--- src/rtl/decodificador_pasos_motor.sv ---
// ---------------------------------------------------------------------------
// decodificador_pasos_motor
//
// Receive side of a unipolar stepper coil interface driven in half-step mode.
// The four coil lines are synchronized, glitch-filtered and decoded into a
// half-step index. Each legal index change updates a signed position counter
// and the rotation direction. Illegal codes and impossible jumps (3, 4 or 5
// half-steps) put the block into a sticky FAULT state that clrErr releases.
//
// Parameters
//   FILTER_CYC  cycles a synchronized pattern must hold to be accepted (>=1)
//   POS_W       width of the signed position counter
//
// Ports
//   clk           in   system clock, single domain
//   rst           in   synchronous active-high reset
//   bobinasMotor  in   coil lines [3]=A [2]=B [1]=C [0]=D, asynchronous
//   clrErr        in   one-cycle pulse, leaves FAULT
//   posicion      out  signed half-step position (wraps, no saturation)
//   pulsoPaso     out  one-cycle pulse per accepted step
//   direccGiro    out  direction of last step, 1 = forward
//   ledDirecc     out  copy of direccGiro
//   errorSec      out  high while in FAULT
//   periodoPaso   out  clk cycles between the last two steps
//
// Build option
//   PERIOD_MEAS_EN  when defined, builds the step period counter; otherwise
//                   periodoPaso is tied to zero.
//
// Latency from a coil change to pulsoPaso/posicion: FILTER_CYC+2 clk edges
// (two synchronizer stages, then the filter accepts on the edge where the
// pattern has been seen FILTER_CYC times). All outputs are registered.
// ---------------------------------------------------------------------------
module decodificador_pasos_motor #(
    parameter int FILTER_CYC = 4,
    parameter int POS_W      = 16
) (
    input  logic             clk,
    input  logic             rst,
    input  logic [3:0]       bobinasMotor,
    input  logic             clrErr,
    output logic [POS_W-1:0] posicion,
    output logic             pulsoPaso,
    output logic             direccGiro,
    output logic             ledDirecc,
    output logic             errorSec,
    output logic [23:0]      periodoPaso
);

    // state | meaning
    // SYNC  | no reference index yet (after reset, release or clear)
    // TRACK | reference index valid, steps are decoded against it
    // FAULT | illegal code or jump seen, input ignored until clrErr
    localparam logic [1:0] SYNC  = 2'd0;
    localparam logic [1:0] TRACK = 2'd1;
    localparam logic [1:0] FAULT = 2'd2;

    localparam int               CNT_W    = $clog2(FILTER_CYC + 1);
    localparam logic [CNT_W-1:0] FILT_MAX = CNT_W'(FILTER_CYC);
    localparam logic [CNT_W-1:0] FILT_ONE = CNT_W'(1);

    logic [3:0]       sync1_q, sync2_q;
    logic [3:0]       cand_q, cand_d;
    logic [CNT_W-1:0] run_q, run_d;
    logic [3:0]       acc_code_q, acc_code_d;
    logic [1:0]       state_q, state_d;
    logic [2:0]       idx_q, idx_d;
    logic [POS_W-1:0] pos_q, pos_d;
    logic             pulse_q, pulse_d;
    logic             dir_q, dir_d;
    logic             err_q, err_d;

    logic             same, accept, new_code;
    logic [3:0]       dec;
    logic             dec_valid;
    logic [2:0]       dec_idx, diff;
    logic             released;

    // Returns {valid, index} for a coil pattern.
    function automatic logic [3:0] decode_code(input logic [3:0] c);
        logic [3:0] r;
        case (c)
            4'b1000: r = 4'b1_000;
            4'b1100: r = 4'b1_001;
            4'b0100: r = 4'b1_010;
            4'b0110: r = 4'b1_011;
            4'b0010: r = 4'b1_100;
            4'b0011: r = 4'b1_101;
            4'b0001: r = 4'b1_110;
            4'b1001: r = 4'b1_111;
            default: r = 4'b0_000;
        endcase
        decode_code = r;
    endfunction

    // Glitch filter: run_d is the length of the current run of identical
    // synchronized samples, saturating at FILTER_CYC. A pattern is accepted
    // exactly once, on the cycle its run first reaches FILTER_CYC.
    always_comb begin
        same   = (sync2_q == cand_q);
        cand_d = sync2_q;
        if (!same) begin
            run_d = FILT_ONE;
        end else if (run_q != FILT_MAX) begin
            run_d = run_q + FILT_ONE;
        end else begin
            run_d = run_q;
        end
        accept   = (run_d == FILT_MAX) && !(same && (run_q == FILT_MAX));
        new_code = accept && (sync2_q != acc_code_q);
    end

    assign dec       = decode_code(sync2_q);
    assign dec_valid = dec[3];
    assign dec_idx   = dec[2:0];
    assign diff      = dec_idx - idx_q;
    assign released  = (sync2_q == 4'b0000);

    always_comb begin
        state_d    = state_q;
        idx_d      = idx_q;
        pos_d      = pos_q;
        dir_d      = dir_q;
        pulse_d    = 1'b0;
        acc_code_d = new_code ? sync2_q : acc_code_q;

        case (state_q)
            SYNC: begin
                if (new_code && !released) begin
                    if (dec_valid) begin
                        idx_d   = dec_idx;
                        state_d = TRACK;
                    end else begin
                        state_d = FAULT;
                    end
                end
            end
            TRACK: begin
                if (new_code) begin
                    if (released) begin
                        state_d = SYNC;
                    end else if (!dec_valid) begin
                        state_d = FAULT;
                    end else begin
                        case (diff)
                            3'd1: begin
                                pos_d   = pos_q + POS_W'(1);
                                dir_d   = 1'b1;
                                pulse_d = 1'b1;
                                idx_d   = dec_idx;
                            end
                            3'd2: begin
                                pos_d   = pos_q + POS_W'(2);
                                dir_d   = 1'b1;
                                pulse_d = 1'b1;
                                idx_d   = dec_idx;
                            end
                            3'd7: begin
                                pos_d   = pos_q - POS_W'(1);
                                dir_d   = 1'b0;
                                pulse_d = 1'b1;
                                idx_d   = dec_idx;
                            end
                            3'd6: begin
                                pos_d   = pos_q - POS_W'(2);
                                dir_d   = 1'b0;
                                pulse_d = 1'b1;
                                idx_d   = dec_idx;
                            end
                            default: state_d = FAULT;
                        endcase
                    end
                end
            end
            FAULT: begin
                // Any candidate accepted alongside clrErr is dropped here.
                if (clrErr) begin
                    state_d = SYNC;
                end
            end
            default: state_d = SYNC;
        endcase

        err_d = (state_d == FAULT);
    end

    always_ff @(posedge clk) begin
        if (rst) begin
            sync1_q    <= 4'b0000;
            sync2_q    <= 4'b0000;
            cand_q     <= 4'b0000;
            run_q      <= '0;
            acc_code_q <= 4'b0000;
            state_q    <= SYNC;
            idx_q      <= 3'd0;
            pos_q      <= '0;
            pulse_q    <= 1'b0;
            dir_q      <= 1'b0;
            err_q      <= 1'b0;
        end else begin
            sync1_q    <= bobinasMotor;
            sync2_q    <= sync1_q;
            cand_q     <= cand_d;
            run_q      <= run_d;
            acc_code_q <= acc_code_d;
            state_q    <= state_d;
            idx_q      <= idx_d;
            pos_q      <= pos_d;
            pulse_q    <= pulse_d;
            dir_q      <= dir_d;
            err_q      <= err_d;
        end
    end

    assign posicion   = pos_q;
    assign pulsoPaso  = pulse_q;
    assign direccGiro = dir_q;
    assign ledDirecc  = dir_q;
    assign errorSec   = err_q;

`ifdef PERIOD_MEAS_EN
    logic [23:0] per_cnt_q, per_cnt_d;
    logic [23:0] per_q, per_d;

    // The count on the cycle of a step is the spacing from the previous
    // step, so it is captured before restarting at 1.
    always_comb begin
        per_d     = per_q;
        per_cnt_d = per_cnt_q;
        if (state_d != TRACK) begin
            per_cnt_d = 24'd0;
        end else if (pulse_d) begin
            per_d     = per_cnt_q;
            per_cnt_d = 24'd1;
        end else if ((state_q == TRACK) && (per_cnt_q != 24'hFFFFFF)) begin
            per_cnt_d = per_cnt_q + 24'd1;
        end
    end

    always_ff @(posedge clk) begin
        if (rst) begin
            per_cnt_q <= 24'd0;
            per_q     <= 24'd0;
        end else begin
            per_cnt_q <= per_cnt_d;
            per_q     <= per_d;
        end
    end

    assign periodoPaso = per_q;
`else
    assign periodoPaso = 24'd0;
`endif

endmodule
--- config.mk ---
export PLATFORM = sky130hd
export DESIGN_NAME = decodificador_pasos_motor
export DESIGN_NICKNAME = d
export VERILOG_FILES = /design/src/rtl/decodificador_pasos_motor.sv
export SDC_FILE = /design/constraint.sdc
export NUM_CORES = 1
export LEC_CHECK = 0
export CORE_ASPECT_RATIO = 0.8
export CORE_MARGIN = 3
export CORE_UTILIZATION = 55
export CTS_CLUSTER_DIAMETER = 50
export DETAILED_ROUTE_END_ITERATION = 10
export GPL_TIMING_DRIVEN = 0
export MAX_ROUTING_LAYER = met4
export PLACE_DENSITY = 0.8
export SLEW_MARGIN = 40
export SYNTH_ARGS = -nofsm -noshare
export SYNTH_HDL_FRONTEND = slang
export SYNTH_SLANG_ARGS = --single-unit
--- constraint.sdc ---
create_clock -name clk -period 9.55 [get_ports clk]
set_clock_uncertainty 0.2 [all_clocks]
set_input_delay 0.955 -clock clk [delete_from_list [all_inputs] [get_ports clk]]
set_output_delay 0.955 -clock clk [all_outputs]
set_load 0.03 [all_outputs]
==> flow_results.org, run 1 <==
** Logic synthesis
- Mapped Cells :: 430
- The synthesized netlist occupies a cell area of 0.00358 mm2.
- Number of warning messages in the yosys log :: 0
- Each instance of the synthesized netlist takes up on average 8.32 um2.
- Of all flip-flops after synthesis, the portion carrying an async set or reset was 0%.
- After synthesis the netlist holds a flip-flop and latch count of 47.
- For this run, the leading register cell type out of synthesis is dfxtp_1.
- Sequential share of the synthesized area :: 26.3%
- The netlist uses 59 different library cells.
- In this run, synthesis inferred 0 flip-flops with an integrated enable.

** Detailed routing
- In this run the remaining antenna-violating nets after routing total 0.
- After detailed routing, the number of remaining DRC violations is 0.
- Detail-routed net length per standard cell :: 15.3 um
- Summing over every cut layer, the via total after detailed routing is 3,257.
- DRT Wirelength :: 8.68 mm
- Dividing the detail-routed via count by the number of cells gives 5.73.
- 1st-pass router iterations :: 5
- Drt initial violations :: 177

** STA
- Final max-slew violation count :: 0
- Timing would allow up to 199 MHz.
- Hold Violations, Final :: 0
- For the pin with the worst max-slew slack, the measured transition is 0.762 ns.
- The clock period could shrink to 5.02 ns.
- Setup TNS :: 0 ns
- Tcrit/Tclk final :: 52.5%
- Max transition margin :: 49.2%
- Setup repair after global routing missed its margin :: no
- Setup violations remaining at the end of the flow were counted as 0.

** CTS
- For the worst-skew pair, the clock arrives at the later sink with an insertion delay of 0.32 ns.
- CTS H-tree lvls :: 2
- Max Buffers Root-to-Sink :: 2
- For this design, the CTS-stage hold fixing added 0 buffers.
- Total setup buffers inserted after CTS :: 0
- Counting every sink on the clock net gives 47.
- Clock slew at the register clock pins of the worst setup and hold paths :: 0.10 ns
- Number of CTS-inserted buffers :: 5
- Post-cts repair resize count :: 0
- TritonCTS built the clock tree.
- Clock root buffer :: clkbuf_8

** Pwr
- The completed layout was analyzed and its total power is 414 uW.
- Power per cell area :: 100 mW/mm2
- Sequential cells burn 49.3% of the power.
- The internal portion of the total power is 299 uW.
- The clock network burns 37.5% of the power.
- VDD sags by at most 0.0000642 V.
- Of the total power, the share spent switching nets is 27.7%.
- Standby leakage power :: 1.83 nW
- The analysis attributes to net switching a power of 115 uW.
- The share of total power dissipated in combinational logic is 13.2%.

** Job
- The tool flagged a number of max-cap violations equal to 0.

** Worst setup path
- At the worst endpoint, the required time is 9.58 ns.
- The critical path in this run is classified as reg -> reg.
- Along the worst path, the maximum fanout reaches 15.
- Crit. End Element :: flop
- Critical Path Source Type :: flop
- Data arrival, critical path :: 5.05 ns

** Floorplanning
- The die is 78.1 um tall.
- Initial cell density of the core :: 58.6%
- The floorplan step defined a core boundary enclosing 0.00610 mm2.
- Chip Width :: 96.2 um
- IO Count :: 51
- The floorplan step defined a die boundary enclosing 0.00751 mm2.
- Standard-cell row count :: 25

** Placement
- Once placement completed, the tool counted placed cells totaling 560.
- Once detailed placement completed, the half-perimeter wirelength came to 6.62 mm.
- During placement, the flow inserted port buffers numbering 26.
- The congestion estimate from routability-driven global placement came to 0.875.

** Global route
- The first global-routing pass estimated 14.4 mm of wire.
- Pin count of the biggest net entering global routing :: 17
- The number of antenna violations at the first check in global routing was 0.
- In the global route stage, overall resource usage came out at 24.9%.
- The total overflow left after global routing is 0.
- The via count of the first global-routing pass is 2,981.

** Final layout
- The net count of the finished layout is 526.
- The repair_antennas step left the layout with diodes totalling 0.
- The finished layout holds 568 standard cells, fillers aside.
- Fraction of final layout cells sized beyond drive strength 1 :: 10.7%
- Finished Core Util :: 67.9%
- Layout area overhead :: 15.8%

** Worst hold path
- The tightest min-delay check is of the reg -> reg type.

** Status
- The run finished with clean final reports.
synth_stat cells (11+ instances only):
master | number | share of area (%)
a211oi_1 | 15 | 3.1
a21oi_1 | 26 | 3.6
buf_4 | 27 | 5.7
dfxtp_1 | 47 | 26
ha_1 | 30 | 10
mux2i_1 | 11 | 3.1
nand2_1 | 27 | 2.8
nor2_1 | 50 | 5.2
nor2b_1 | 13 | 2.3
nor3_1 | 11 | 1.5
o21ai_0 | 19 | 2.7
xnor2_1 | 21 | 5.1
xor2_1 | 11 | 2.7
cells in the final DEF (no fill, tap or decap), types with 4 or more instances in the layout:
cell type	n
nor2_1	49
dfxtp_1	47
ha_1	30
nand2_1	27
buf_4	27
a21oi_1	26
clkdlybuf4s50_1	26
conb_1	24
xnor2_1	21
o21ai_0	19
a211oi_1	15
nor2b_1	13
nor3_1	11
xor2_1	11
mux2i_1	11
inv_1	10
a21o_1	10
nand3_1	10
clkbuf_1	8
nand4_1	5
clkbuf_8	5
and2_1	4
nor4_1	4
o211ai_1	4
o21bai_1	4
nand2b_1	4
worst max-delay path, stage by stage (launching register included):
cell      delay [ns]
dfxtp_1         0.37
ha_1            0.16
inv_1           0.06
fa_1            0.49
clkbuf_1        0.27
and2_1          0.25
and2_1          0.61
ha_1            0.42
a211oi_1        0.40
o21ai_0         0.26
a21boi_0        0.57
a21oi_1         0.17
xnor2_1         0.18
o221a_2         0.28
a211oi_1        0.23
final timing paths:
check,cells after the start,slack (ns),endpoint,from
worst max-delay path,14,4.53,posicion[13],idx_q[0]
worst min-delay path,2,0.29,run_q[1],run_q[1]
worst max register to register,14,4.53,posicion[13],idx_q[0]
worst min register to register,2,0.29,run_q[1],run_q[1]
cells by family after synthesis:
group / synth area share [%]
xor gates and xnor gates: 8.46
AOI/OAI and AO/OA: 20.8
buffers and inverters: 8.25
muxes: 3.08
and+or+nand+nor: 20.8
DFF: 26.3
adders and majority gates: 12.2
other: 0.105
power groups by stage:
stage	Combinational (mW)	Clock (mW)	Sequential (mW)
floorplan	0.0438	0	0.208
global placement	0.0523	0	0.208
detailed placement	0.0536	0	0.209
CTS	0.0539	0.157	0.204
global route	0.0599	0.165	0.205
finish	0.0547	0.155	0.204
metal layers:
metal	GRT usage [%]	vias up	routed length (um)
met5	-	-	0
met2	36.1	134	3730
met1	35.4	1497	4140
met3	4.21	12	677
li1	-	1614	-
met4	7.53	0	132
cell type report:
| cell class | instances | area (um2) |
|---|---|---|
| buffer | 39 | 258 |
| fill | 500 | 1960 |
| multi-input combinational | 357 | 2430 |
| timing repair buffer | 26 | 260 |
| tap | 81 | 101 |
| clock inverter | 3 | 46.3 |
| clock buffer | 5 | 68.8 |
| inverter | 10 | 37.5 |
| sequential | 47 | 941 |
through the flow:
stage | worst slack, ns | instance area [um2] | hold WS, ns
2_1_floorplan | 5.26 | 3660 | 0.256
5_1_grt | 4.27 | 4140 | 0.308
4_1_cts | 4.59 | 4140 | 0.288
3_5_place_dp | 4.72 | 4030 | 0.275
3_3_place_gp | 4.63 | 4030 | 0.270
6_report | 4.53 | 4140 | 0.287
state kept, by name, summed over array words and instances, names as in the netlist:
name	flops
direccGiro	1
cand_d	4
cand_q	4
idx_q	3
dec	4
acc_code_q	4
errorSec	1
run_q	3
sync1_q	4
pulsoPaso	1
posicion	16
state_q	2
No activity file was read; power rests on OpenSTA's default activity.
==> inputs of run 2 (changes only) <==
--- a/config.mk
+++ b/config.mk
@@ -7,12 +7,12 @@
 export LEC_CHECK = 0
 export CORE_ASPECT_RATIO = 0.8
 export CORE_MARGIN = 3
-export CORE_UTILIZATION = 55
+export CORE_UTILIZATION = 50
 export CTS_CLUSTER_DIAMETER = 50
 export DETAILED_ROUTE_END_ITERATION = 10
 export GPL_TIMING_DRIVEN = 0
 export MAX_ROUTING_LAYER = met4
-export PLACE_DENSITY = 0.8
+export PLACE_DENSITY = 0.77
 export SLEW_MARGIN = 40
 export SYNTH_ARGS = -nofsm -noshare
 export SYNTH_HDL_FRONTEND = slang
==> constraint.sdc (replaced) <==
create_clock -name clk -period 4.45 [get_ports clk]
set_clock_uncertainty 0.2 [all_clocks]
set_input_delay 0.445 -clock clk [delete_from_list [all_inputs] [get_ports clk]]
set_output_delay 0.445 -clock clk [all_outputs]
set_load 0.03 [all_outputs]
==> run 2 against run 1 <==
Flip-flop and latch count is the same; first-iteration DRC count increased by 5.6%; routed wire length is 0.43% lower; critical path depth grew 1; core utilization down 4.9 points; cell count grew 1.2%; largest power group unchanged; design area rose by 1.4%; highest routed layer unchanged; register-to-register slack worse by 4.3 ns; die area is 9.3% higher; global-route usage shrank 2.7 points; worst setup slack got worse by 4.3 ns; critical path type unchanged.
==> flow_results.org, run 2 (synthesis results as in run 1) <==
** Detailed routing
- Detail-routed net length per standard cell :: 15.0 um (-1.6%)
- DRT Wirelength :: 8.64 mm (-0.43%)
- Drt initial violations :: 187 (+5.6%)
- The routed via count was 3,229 (-0.86%).
- The post-detailed-route DRC marker count came to 0 (unchanged).
- Antenna viol nets, final :: 0 (unchanged)
- Drt via density :: 5.62 (-2.1%)
- 1st-pass router iterations :: 5 (unchanged)

** Global route
- Pin count of the biggest net entering global routing :: 16 (-1)
- Global-route wire length before repair :: 14.3 mm (-0.53%)
- Initial antenna violation count :: 0 (unchanged)
- Number of global-route vias before repair :: 3,019 (+1.3%)
- The remaining global-route overflow came to 0 (unchanged).
- Overall fraction of global-route tracks in use :: 22.2% (-2.7 points)

** Worst setup path
- The maximum fanout along the worst path was 10 (-5).
- Worst Reg2Reg Path Length in Cells :: 15 (+1)
- Broken down by cell family, the worst path's largest delay share belongs to compound AO/OA/AOI/OAI gates.
- The highest cell delay on the worst timing path came to 0.45 ns (-0.16 ns).
- The slowest stage of the critical path belongs to the cell or4_1.
- Crit. End Element :: flop
- The buffer and inverter count on the worst path came to 2 (unchanged).
- Category of the critical setup timing path :: reg -> reg
- The worst setup path is launched from a flop.
- Walking the worst path, the cells encountered are inv_1, ha_1, inv_1, fa_1, xnor3_2, nand2_1, nor2_4, ha_1, and2_1, or4_1, o21ba_2, a21o_1, a2111o_1, o221a_2, o211ai_1.
- The data arrival time of the critical path came to 4.28 ns (-0.77 ns).
- The register-to-register setup slack came to 0.20 ns (-4.33 ns).
- The critical path required time came to 4.49 ns (-5.09 ns).
- Critical Path Stages :: 15 (+1)

** CTS
- CTS H-tree lvls :: 2 (unchanged)
- Clock sink count :: 47 (unchanged)
- Max Buffers Root-to-Sink :: 2 (unchanged)
- CTS tree :: done
- The quantity of hold-fixing buffers added after cts came to 0 (unchanged).
- Number of CTS-inserted buffers :: 5 (unchanged)
- Clock root buffer :: clkbuf_8
- Clock slew at the register clock pins of the worst setup and hold paths :: 0.10 ns (about the same)
- The latest clock arrival within the worst-skew pair came to 0.31 ns (about the same).

** Pwr
- The portion of total power attributed to the clock network came to 37.0% (-0.5 points).
- The peak supply drop was 0.000127 V (+99%).
- The internal power component was 641 uW (+110%).
- Share of total power consumed by net switching :: 27.1% (-0.53 points)
- Combinational share of power :: 13.3% (about the same)
- The leakage power came to 1.85 nW (+1.6%).
- Power per cell area :: 209 mW/mm2 (+110%)
- P_sw :: 239 uW (+110%)
- Reg power frac :: 49.7% (+0.4 points)

** Final layout
- Layout area overhead :: 17.5%
- The share of post-route cells with drive strength above 1 came to 12.6% (+1.9 points).
- Post-route cell area :: 0.00420 mm2 (+1.4%)
- The number of flip-flops in the largest register came to 16 (unchanged).
- Number of nets in the finished design :: 530 (+0.76%)
- Leaving out fill and tap cells, the most frequent cell in the layout is nor2_1.
- The filler cell count in the final layout is 611 (+22%).
- Leading cell types in the layout, fill and taps excluded :: 49 x nor2_1, 47 x dfxtp_1, 31 x buf_4, 30 x ha_1, 27 x nand2_1
- The number of diodes added for antenna fixing was 0 (unchanged).

** Floorplanning
- Initial cell density of the core :: 53.6% (-5.0 points)
- The I/O pin count is 51 (unchanged).
- Vert. Die Dim :: 81.7 um (+4.5%)
- The area enclosed by the die boundary was 0.00821 mm2 (+9.3%).
- The overall die width came to 101 um (+4.6%).
- Standard-cell row count :: 26 (+4.0%)
- Placeable core region :: 0.00667 mm2 (+9.3%)

** Worst hold path
- The worst hold path belongs to the class reg -> reg.
- Hold Path Stages :: 2 (unchanged)

** Placement
- Placed Area :: 0.00403 mm2 (about the same)
- Placed wire-length estimate :: 6.48 mm (-2.2%)
- The count of buffers inserted at the top-level ports came to 26 (unchanged).
- The routability congestion estimate came to 0.889 (+1.6%).
- Worst setup timing slack at the placement stage :: -0.340 ns (-5.06 ns)

** STA
- The number of max-slew violations in the final report is 0 (unchanged).
- Setup Viol. Count Final :: 0 (unchanged)
- The highest achievable clock rate was 235 MHz (+18%).
- Final critical path time including I/O delays and setup :: 4.25 ns (-0.770 ns)
- The slew at the pin closest to its max-slew limit was 0.647 ns (-0.115 ns).
- The worst max-slew margin expressed relative to the limit was 56.9% (+7.7 points).
- Setup repair after global routing left no endpoint under its margin.
- The ratio of final minimum period to clock period came to 95.4% (+43 points).
- The number of hold violations in the final report came to 0 (unchanged).
- The slack of the critical path was 0.203 ns (-4.33 ns).

** Status
- Status :: finished, final reports clean

** Job
- Number of maximum-capacitance violations :: 0 (unchanged)
-- run 2: repair_timing --
| action | in CTS | in global routing |
|---|---|---|
| pin swaps | 1 | 1 |
| endpoints found under the setup margin | 3 | 4 |
| gates resized for setup | 4 | 7 |
| setup buffers | 3 | 1 |
-- run 2: worst paths after layout --
kind / startpoint / end
max: dec[0] / posicion[15]
min: run_q[1] / run_q[1]
max reg2reg: dec[0] / posicion[15]
min reg2reg: run_q[1] / run_q[1]
-- run 2: worst min-delay path: cells and delay by family (launching register included) --
| family | cells | cell delay [ns] |
|---|---|---|
| AOI/OAI and AO/OA | 1 | 0.06 |
| and+or+nand+nor | 1 | 0.07 |
| DFF | 1 | 0.34 |
-- run 2: through the flow --
step	power, mW	std cells	TNS [ns]	hold slack [ns]	util [%]
floorplan	0.539	453	0	0.256	-
global placement	0.559	563	-0.870	0.273	60.4
detailed placement	0.562	563	-0.644	0.288	60.5
CTS	0.882	574	0	0.306	62.6
global route	0.912	575	0	0.325	63.0
finish	0.880	575	0	0.302	63.0
-- run 2: layout make-up --
class / count / area [um2] / area share (%)
clock inverters: 3 / 43.8 / 1.04
multi-input cells: 357 / 2460 / 58.5
inverters: 10 / 37.5 / 0.893
repair buffers: 30 / 290 / 6.91
plain buffers: 39 / 258 / 6.13
well taps: 84 / 105 / 2.50
clock buffers: 5 / 68.8 / 1.64
flip-flops and latches: 47 / 941 / 22.4
-- run 2: power by group through the flow --
stage / clock network [mW] / registers, mW / logic (mW)
after CTS: 0.329 / 0.437 / 0.115
after floorplan: 0 / 0.445 / 0.0940
after global routing: 0.346 / 0.439 / 0.127
after detailed placement: 0 / 0.447 / 0.115
final: 0.325 / 0.437 / 0.117
after global placement: 0 / 0.447 / 0.112
-- run 2: per-layer routing --
layer | part of all wire (%) | vias up | track usage, %
met4 | 0.81 | 0 | 4.31
met3 | 6.5 | 9 | 2.80
li1 | - | 1625 | -
met1 | 49 | 1479 | 31.2
met5 | 0 | - | -
met2 | 43 | 116 | 34.7
==> inputs of run 3 (changes only) <==
--- a/config.mk
+++ b/config.mk
@@ -10,7 +10,8 @@
 export CORE_UTILIZATION = 50
 export CTS_CLUSTER_DIAMETER = 50
 export DETAILED_ROUTE_END_ITERATION = 10
-export GPL_TIMING_DRIVEN = 0
+export GPL_TIMING_DRIVEN = 1
+export HOLD_SLACK_MARGIN = 0.15
 export MAX_ROUTING_LAYER = met4
 export PLACE_DENSITY = 0.77
 export SLEW_MARGIN = 40
==> run 3 against run 2 <==
Worst hold slack lost 0.0013 ns; cell count shrank 6.3%; count of clock-buffer cells in the layout did not move; worst setup slack better by 0.12 ns; non-clock buffer count fell by 36; via count is 5.3% lower; critical path type unchanged.
==> flow_results.org, run 3 (synthesis results as in run 1) <==
** Detailed routing
- The wire length after detailed routing is 7.76 mm (-10%).
- Antenna viol nets, final :: 0 (unchanged)
- Detail-routed net length per standard cell :: 14.4 um (-4.2%)
- Total DRC errors in the routed layout :: 0 (unchanged)
- The average via count per standard cell is 5.68 (+1.1%).
- The iteration count of the initial detailed-routing pass was 5 (unchanged).
- Drt initial violations :: 235 (+26%)
- Via count :: 3,059 (-5.3%)

** CTS
- The latest clock arrival within the worst-skew pair is 0.31 ns (about the same).
- Clock root buffer :: clkbuf_8
- Clock sink count :: 47 (unchanged)
- Clock slew at the register clock pins of the worst setup and hold paths :: 0.09 ns (about the same)
- The depth of the CTS H-tree is 2 (unchanged).
- The buffers inserted during post-CTS setup optimization is 0 (-3).
- TritonCTS built the clock tree.
- Number of CTS-inserted buffers :: 5 (unchanged)
- Max Buffers Root-to-Sink :: 2 (unchanged)

** STA
- The number of hold violations in the final report was 0 (unchanged).
- Final critical path time including I/O delays and setup :: 4.13 ns (-0.116 ns)
- The worst max-slew margin expressed relative to the limit was 52.4% (-4.5 points).
- Final max-slew violation count :: 0 (unchanged)
- The slew at the pin closest to its max-slew limit was 0.712 ns (+0.0656 ns).
- Setup repair after global routing left no endpoint under its margin.
- The highest achievable clock rate came to 242 MHz (+2.8%).
- The setup TNS was 0 ns (unchanged).
- The minimum hold slack is 0.300 ns (-0.00130 ns).
- Setup Viol. Count Final :: 0 (unchanged)
- Tcrit/Tclk final :: 92.8% (-2.6 points)

** Global route
- Initial antenna violation count :: 0 (unchanged)
- The remaining global-route overflow came to 0 (unchanged).
- The largest net degree at the start of global routing was 26 (+10).
- Number of global-route vias before repair :: 2,668 (-12%)
- The wire length of the first global-routing pass is 12.8 mm (-10%).
- The all-layer global routing usage was 20.0% (-2.2 points).

** Worst setup path
- Register-to-Register Setup Slack :: 0.32 ns (+0.12 ns)
- The maximum fanout along the worst path came to 10 (unchanged).
- The setup path with the least slack is of type reg -> reg.
- Critical Path Start :: dec[0]
- The worst register-to-register path begins at dec[0].
- The number of stages on the worst setup path was 16 (+1).
- The data arrival time of the critical path came to 4.16 ns (-0.12 ns).
- Worst Path Required :: 4.48 ns (about the same)
- The worst-case reg-to-reg path depth came to 16 (+1).
- The buffer and inverter count on the worst path came to 3 (+1).
- Worst r2r dst :: posicion[15]
- The highest cell delay on the worst timing path came to 0.43 ns (-0.02 ns).
- Slowest-stage cell, CP :: a2111o_1
- Cell family with most CP delay :: compound AO/OA/AOI/OAI gates
- Traced cell by cell, the critical path runs through inv_1, ha_1, inv_1, fa_1, xnor3_2, nand2_1, nor2_1, buf_4, ha_1, a21oi_1, o22ai_1, or4_1, a21o_1, a2111o_1, o221a_2, o211ai_1.
- Critical Path Source Type :: flop
- The most critical setup path has its endpoint at posicion[15].
- Crit. End Element :: flop

** Floorplanning
- Vert. Die Dim :: 81.7 um (unchanged)
- The overall die width was 101 um (unchanged).
- The I/O pin count came to 51 (unchanged).
- Standard-cell row count :: 26 (unchanged)
- Die Area :: 0.00821 mm2 (unchanged)
- The initial core utilization came to 53.6% (unchanged).
- The standard cell core area came to 0.00667 mm2 (unchanged).

** Final layout
- Layout area overhead :: 10.5%
- Leading cell types in the layout, fill and taps excluded :: 50 x nor2_1, 47 x dfxtp_1, 30 x ha_1, 27 x nand2_1, 26 x a21oi_1
- The number of diodes added for antenna fixing is 0 (unchanged).
- The number of flip-flops in the largest register is 16 (unchanged).
- Commonest non-fill, non-tap cell in the layout :: nor2_1
- Number of nets in the finished design :: 494 (-6.8%)
- Total area of multi-input combinational cells :: 0.00244 mm2 (-0.56%)
- The filler cell count in the final layout came to 588 (-3.8%).
- Footprint of the flip-flops and latches :: 941 um2 (unchanged)
- Fraction of final layout cells sized beyond drive strength 1 :: 7.03% (-5.6 points)

** Pwr
- The leakage power was 1.70 nW (-8.4%).
- Highest ir drop seen on vdd :: 0.000130 V (+2.3%)
- Power per cell area :: 218 mW/mm2 (+4.1%)

** Status
- The flow ran to the end, and the final reports show no timing, DRC or antenna violations.

** Worst hold path
- The path class of the tightest hold or removal check is reg -> reg.

** Placement
- Count of buffers inserted at the top-level ports :: 26 (unchanged)
- Routability Congestion :: 0.892 (+0.29%)
- Placed wire-length estimate :: 5.85 mm (-9.6%)

** Job
- The number of maximum-capacitance violations is 0 (unchanged).
-- run 3: cell count changes in the layout (fill, tap and decap cells not counted), sizes merged --
| cell | change |
|---|---|
| clkinvlp | +1 |
| clkinv | -2 |
| inv | +1 |
| buf | -27 |
| clkbuf | -8 |
| clkdlybuf4s50 | -1 |
-- run 3: cell type report --
class                      count  area share (%)
tap                           84            2.66
inverter                      10           0.950
clock buffer                   5            1.74
clock inverter                 3            1.17
sequential                    47            23.8
multi-input combinational    357            61.9
timing repair buffer          33            7.79
-- run 3: report_power, final --
part           internal [mW]  switching, mW
clock                  0.169          0.157
sequential             0.429        0.00860
combinational         0.0301         0.0672
total                  0.629          0.233
-- run 3: timing repair --
item / 4_1_cts / 5_1_grt
gates resized for setup: 0 / 4
endpoints found under the setup margin: 0 / 2
hold buffers: 0 / 0
-- run 3: routing by layer --
metal	up-vias	GRT usage (%)	share of wire [%]
li1	1549	-	-
met1	1374	28.7	50
met2	121	29.0	41
met3	15	2.63	7.0
met4	0	6.46	1.9
met5	-	-	0
-- run 3: how the worst min path moves through the flow --
stage | from | endpoint | slack [ns] | cells past startpoint
4_1_cts | dec[0] | idx_q[0] | 0.31 | 2
6_report | run_q[1] | run_q[1] | 0.30 | 2
5_1_grt | run_q[1] | run_q[1] | 0.34 | 2
3_3_place_gp | run_q[1] | run_q[1] | 0.27 | 2
2_1_floorplan | run_q[1] | run_q[1] | 0.26 | 2
3_5_place_dp | dec[0] | idx_q[0] | 0.28 | 2
-- run 3: worst reg2reg max path: stages, from the launching register on --
cell	delay, ns
dfxtp_1	0.32
inv_1	0.05
ha_1	0.13
inv_1	0.05
fa_1	0.36
xnor3_2	0.33
nand2_1	0.10
nor2_1	0.27
buf_4	0.21
ha_1	0.31
a21oi_1	0.20
o22ai_1	0.14
or4_1	0.41
a21o_1	0.19
a2111o_1	0.43
o221a_2	0.30
o211ai_1	0.07
-- run 3: through the flow --
stage	util, %	instances	total power [mW]	setup slack, ns	cell area (um2)
finish	59.2	539	0.861	0.319	3950
global route	59.2	539	0.893	0.0460	3950
CTS	59.1	539	0.869	0.227	3940
detailed placement	57.4	531	0.543	0.251	3830
global placement	57.5	531	0.542	0.375	3830
floorplan	-	453	0.539	0.163	3660
